===== config.mk =====
export PLATFORM = sky130hd
export DESIGN_NAME = vga_code_ctrl_flat
export DESIGN_NICKNAME = d
export VERILOG_FILES = /design/src/rtl/vga_code_if.sv /design/src/rtl/vga_code_ctrl.sv /design/src/flat_wrapper.sv
export SDC_FILE = /design/constraint.sdc
export NUM_CORES = 1
export LEC_CHECK = 0
export ABC_AREA = 0
export CORE_UTILIZATION = 45
export CTS_CLUSTER_DIAMETER = 40
export DETAILED_ROUTE_END_ITERATION = 10
export GPL_TIMING_DRIVEN = 0
export PLACE_DENSITY = 0.76
export SKIP_LAST_GASP = 1
export SLEW_MARGIN = 20
export SYNTH_ARGS = -nofsm -noshare
export SYNTH_HDL_FRONTEND = slang
export SYNTH_SLANG_ARGS = --single-unit

===== constraint.sdc =====
create_clock -name clk -period 2.1 [get_ports clk]
set_input_delay 0.42 -clock clk [delete_from_list [all_inputs] [get_ports clk]]
set_output_delay 0.42 -clock clk [all_outputs]
set_load 0.05 [all_outputs]

===== src/rtl/vga_code_if.sv =====
// Write-request bundle between the two colour requesters and vga_code_ctrl.
// A requester holds req, half and data stable until it sees its ack high for one cycle.
interface vga_code_if;
  logic        req0;
  logic        req1;
  logic        half0;
  logic        half1;
  logic [11:0] data0;
  logic [11:0] data1;
  logic        ack0;
  logic        ack1;

  modport master (
    output req0, req1, half0, half1, data0, data1,
    input  ack0, ack1
  );

  modport slave (
    input  req0, req1, half0, half1, data0, data1,
    output ack0, ack1
  );
endinterface


===== src/rtl/vga_code_ctrl.sv =====
// Arbitrates half-screen colour writes into a staging register and commits
// staging to the VGA code bus only on (every DIV-th) vsync rising edge.
module vga_code_ctrl #(
  parameter int          DIV       = 1,
  parameter logic [23:0] INIT_CODE = 24'h000000
) (
  input  logic              clk,
  input  logic              rst_n,
  input  logic              vsync,
  input  logic              hold,
  vga_code_if.slave         bus,
  output logic [23:0]       code,
  output logic              pending,
  output logic              frame_tick
);

  localparam logic [7:0] DIV_M1 = 8'(DIV - 1);

  logic [11:0] stage_l;
  logic [11:0] stage_r;
  logic        vsync_q;
  logic [7:0]  frame_cnt;
  logic        last_grant;   // 1 = requester 1 was granted last

  logic elig0;
  logic elig1;
  logic grant0;
  logic grant1;
  logic edge_det;
  logic slot;
  logic commit;

  // A requester whose ack is high this cycle is still holding req from the
  // granted write, so it is masked to avoid a double grant.
  always_comb begin
    elig0    = bus.req0 & ~bus.ack0;
    elig1    = bus.req1 & ~bus.ack1;
    grant0   = elig0 & (~elig1 | last_grant);
    grant1   = elig1 & (~elig0 | ~last_grant);
    edge_det = vsync & ~vsync_q;
    slot     = edge_det && (frame_cnt == DIV_M1);
    commit   = slot & ~hold;
  end

  always_ff @(posedge clk or negedge rst_n) begin
    if (!rst_n) begin
      stage_l    <= INIT_CODE[23:12];
      stage_r    <= INIT_CODE[11:0];
      code       <= INIT_CODE;
      vsync_q    <= 1'b1;
      frame_cnt  <= 8'd0;
      last_grant <= 1'b1;
      pending    <= 1'b0;
      frame_tick <= 1'b0;
      bus.ack0   <= 1'b0;
      bus.ack1   <= 1'b0;
    end else begin
      vsync_q    <= vsync;
      frame_tick <= edge_det;
      bus.ack0   <= grant0;
      bus.ack1   <= grant1;

      if (grant0) begin
        last_grant <= 1'b0;
        if (bus.half0) stage_r <= bus.data0;
        else           stage_l <= bus.data0;
      end else if (grant1) begin
        last_grant <= 1'b1;
        if (bus.half1) stage_r <= bus.data1;
        else           stage_l <= bus.data1;
      end

      if (edge_det) begin
        if (slot) frame_cnt <= 8'd0;
        else      frame_cnt <= frame_cnt + 8'd1;
      end

      // Commit copies staging as it was before any write landing this edge.
      if (commit) code <= {stage_l, stage_r};

      if (grant0 | grant1) pending <= 1'b1;
      else if (commit)     pending <= 1'b0;
    end
  end

endmodule

===== src/flat_wrapper.sv =====
// flat-port wrapper written by rule: the top's interface ports become plain ports
module vga_code_ctrl_flat 
#(
  parameter int          DIV       = 1,
  parameter logic [23:0] INIT_CODE = 24'h000000
)
  (clk, rst_n, vsync, hold, code, pending, frame_tick, bus_req0, bus_req1, bus_half0, bus_half1, bus_data0, bus_data1, bus_ack0, bus_ack1);
  vga_code_if bus_i ();
  input  logic clk;
  input  logic rst_n;
  input  logic vsync;
  input  logic hold;
  output logic [23:0] code;
  output logic pending;
  output logic frame_tick;
  input wire logic [$bits(bus_i.req0)-1:0] bus_req0;
  input wire logic [$bits(bus_i.req1)-1:0] bus_req1;
  input wire logic [$bits(bus_i.half0)-1:0] bus_half0;
  input wire logic [$bits(bus_i.half1)-1:0] bus_half1;
  input wire logic [$bits(bus_i.data0)-1:0] bus_data0;
  input wire logic [$bits(bus_i.data1)-1:0] bus_data1;
  output wire logic [$bits(bus_i.ack0)-1:0] bus_ack0;
  output wire logic [$bits(bus_i.ack1)-1:0] bus_ack1;
  assign bus_i.req0 = bus_req0;
  assign bus_i.req1 = bus_req1;
  assign bus_i.half0 = bus_half0;
  assign bus_i.half1 = bus_half1;
  assign bus_i.data0 = bus_data0;
  assign bus_i.data1 = bus_data1;
  assign bus_ack0 = bus_i.ack0;
  assign bus_ack1 = bus_i.ack1;
  vga_code_ctrl #(.DIV(DIV), .INIT_CODE(INIT_CODE)) u_core (.clk(clk), .rst_n(rst_n), .vsync(vsync), .hold(hold), .bus(bus_i), .code(code), .pending(pending), .frame_tick(frame_tick));
endmodule

==> results.ini <==
[grt]
track_usage = 0.208
grt_pass1_wl_mm = 9.59
overflow = 0
grt_pass1_vias = 2027
antenna_found_initial = 0
grt_max_degree = 50

[clock_tree]
cts-root-buf = clkbuf_8
clk_latency_ns = 0.32
cts-buffers-inserted = 9
cts_tree = built
h-tree-depth = 3
clkTransAtPathRegs_ns = 0.06
clkSinkCount = 62
clk_path_buf_depth = 2

[pwr]
powerDensity_mw_per_mm2 = 1430
power.total_mw = 5.19
worst_ir_drop_vdd_mv = 0.842
p_leak_nw = 1.46

[drt]
wire_per_inst_um = 16.7
vias = 1933
viasPerCell = 5.57
drt_iter0_drc = 100
ant_nets = 0
drc = 0
dr.pass1.iters = 4
routed_wl_mm = 5.80

[synthesis]
synth-warning-count = 0
synthTopCellsByArea = dfrtp_1, mux2_2, o221a_2
synth_edf_count = 0
yosysTopAreaCell = dfrtp_1
synth_top_area_share = 0.567
syn_area_mm2 = 0.00265
yosysSeqAreaShare = 0.587
synth_flop_cell = dfrtp_1
yosys-top-cells-count = dfrtp_1, mux2_2, o221a_2, or3_1, clkbuf_1
synth_cell_type_count = 30
yosysMostFrequentCell = dfrtp_1
synthArstFlopShare = 1.00
ys_ff_latch = 62
netlist_instances = 194
avgSynthCellArea_um2 = 13.7
syn_nets = 228

[run]
drv_cap = 0

[cells_and_area]
finish.instance_area_mm2 = 0.00362
drive_above_1_share = 0.298
diodes = 0
fin_cells = 347
nets = 304
area_growth_syn_to_layout_pct = 36.6
final_util = 0.649

[sta]
period_needed_ns = 2.05
finalHoldViolations = 0
max-slew-margin-rel = 0.637
fin_worst_skew_ns = 0.00546
tightest_slew_ns = 0.542
tns_ns = 0
setup_slack_ns = 0.0530
slew_viol_final = 0
fmax_mhz = 489
hold_ws_ns = 0.476
finalCritPeriodShare = 0.975
finalSetupViolCount = 0

[floorplan]
initial_core_util = 0.475
die_area_mm2 = 0.00620
io-pin-count = 60
core_area_mm2 = 0.00557
die_w_um = 78.7
die_h_um = 78.7
fp-row-count = 27

[placed_design]
numPortBuffers = 59
placed_cell_area_mm2 = 0.00335
hpwl_mm = 4.06
gp_congestion = 0.837
dp.cells = 326
place_ws_ns = -0.425

[worst_setup_path]
critPathCaptureType = register
worstSetupPathType = input pin to register
critPathArrivalTime_ns = 2.25
crit_required_ns = 2.31
cp_max_fo = 10
cp-start-kind = input pin

[outcome]
status = complete, no violations

[min_path]
hp-class = register to register

cell type report:
type / count / area, um2
Fill cell: 422 / 1960
Inverter: 5 / 18.8
Multi-Input combinational cell: 115 / 1020
Clock buffer: 12 / 155
Buffer: 12 / 81.3
Tap cell: 72 / 90.1
Timing Repair Buffer: 65 / 656
Sequential cell: 62 / 1550
Clock inverter: 4 / 45.0
per-layer routing:
layer,global-route usage,up-vias,share of wire,wire length [um]
met3,0.0437,17,0.058,334
li1,-,898,-,-
met4,0.117,0,0.023,134
met5,0,-,0,0
met2,0.318,72,0.48,2770
met1,0.276,946,0.44,2560
power by group:
group          internal (mW)  switching [mW]
combinational          0.930            1.33
clock                  0.607           0.433
sequential              1.64           0.248
what timing repair did:
item                                    4_1_cts  5_1_grt
endpoints found under the setup margin       35       31
gates resized for setup                       3        5
endpoints found under the hold margin        13        0
hold buffers                                  1        0
setup buffers                                 3        1
pin swaps                                     1        0
sequential cells by signal, indices dropped and copies added, names as in the netlist:
| register | count |
|---|---|
| u_core.code | 24 |
| u_core.vsync_q | 1 |
| u_core.last_grant | 1 |
| u_core.pending | 1 |
| u_core.bus.ack0 | 1 |
| u_core.frame_cnt | 8 |
| u_core.frame_tick | 1 |
| u_core.bus.ack1 | 1 |
| u_core.stage_l | 12 |
| u_core.stage_r | 12 |
cells by family (layout without fill, tap and decap cells):
logic type / after synthesis / after routing / synth area share
buffers and inverters: 17 / 98 / 0.0302
and+or+nand+nor: 53 / 53 / 0.134
xor gates and xnor gates: 6 / 6 / 0.0198
muxes: 24 / 24 / 0.102
adders and majority gates: 2 / 2 / 0.00945
AOI/OAI and AO/OA: 30 / 30 / 0.118
DFF: 62 / 62 / 0.587
critical path, stage by stage:
cell and delay [ns]:
clkdlybuf4s50_1 0.52, or3b_2 0.51, o2bb2ai_1 0.19, clkbuf_1 0.28, o221a_2 0.32
worst paths after layout:
check | cells past startpoint | start | end | slack [ns]
worst max-delay path | 5 | bus_req1 | u_core.stage_r[7] | 0.05
worst min-delay path | 1 | u_core.frame_cnt[7] | u_core.frame_cnt[7] | 0.48
worst max register to register | 7 | u_core.frame_cnt[1] | u_core.code[16] | 0.11
worst min register to register | 1 | u_core.frame_cnt[7] | u_core.frame_cnt[7] | 0.48
max in group asynchronous | 3 | rst_n | u_core.last_grant | 1.06
min in group asynchronous | 2 | rst_n | u_core.code[5] | 0.49
placed cells by master (no fill, tap or decap), types with 2 or more instances in the layout:
cell	Yosys	routed
clkinv_2	0	3
dfstp_2	2	2
nand3b_1	2	2
nand2b_1	3	3
dfrtp_1	60	60
ha_1	2	2
nor3_1	2	2
mux2_2	24	24
o22ai_1	2	2
nand4_1	4	4
clkbuf_1	9	8
clkdlybuf4s50_1	0	58
xnor2_1	5	5
or3_1	24	24
nor2_1	2	2
buf_12	0	2
clkbuf_2	1	3
nand2_1	5	5
and3b_1	2	2
clkbuf_8	0	11
inv_1	5	5
buf_4	0	5
o221a_2	24	24
or3b_2	4	3
No activity file was read; power rests on OpenSTA's default activity.
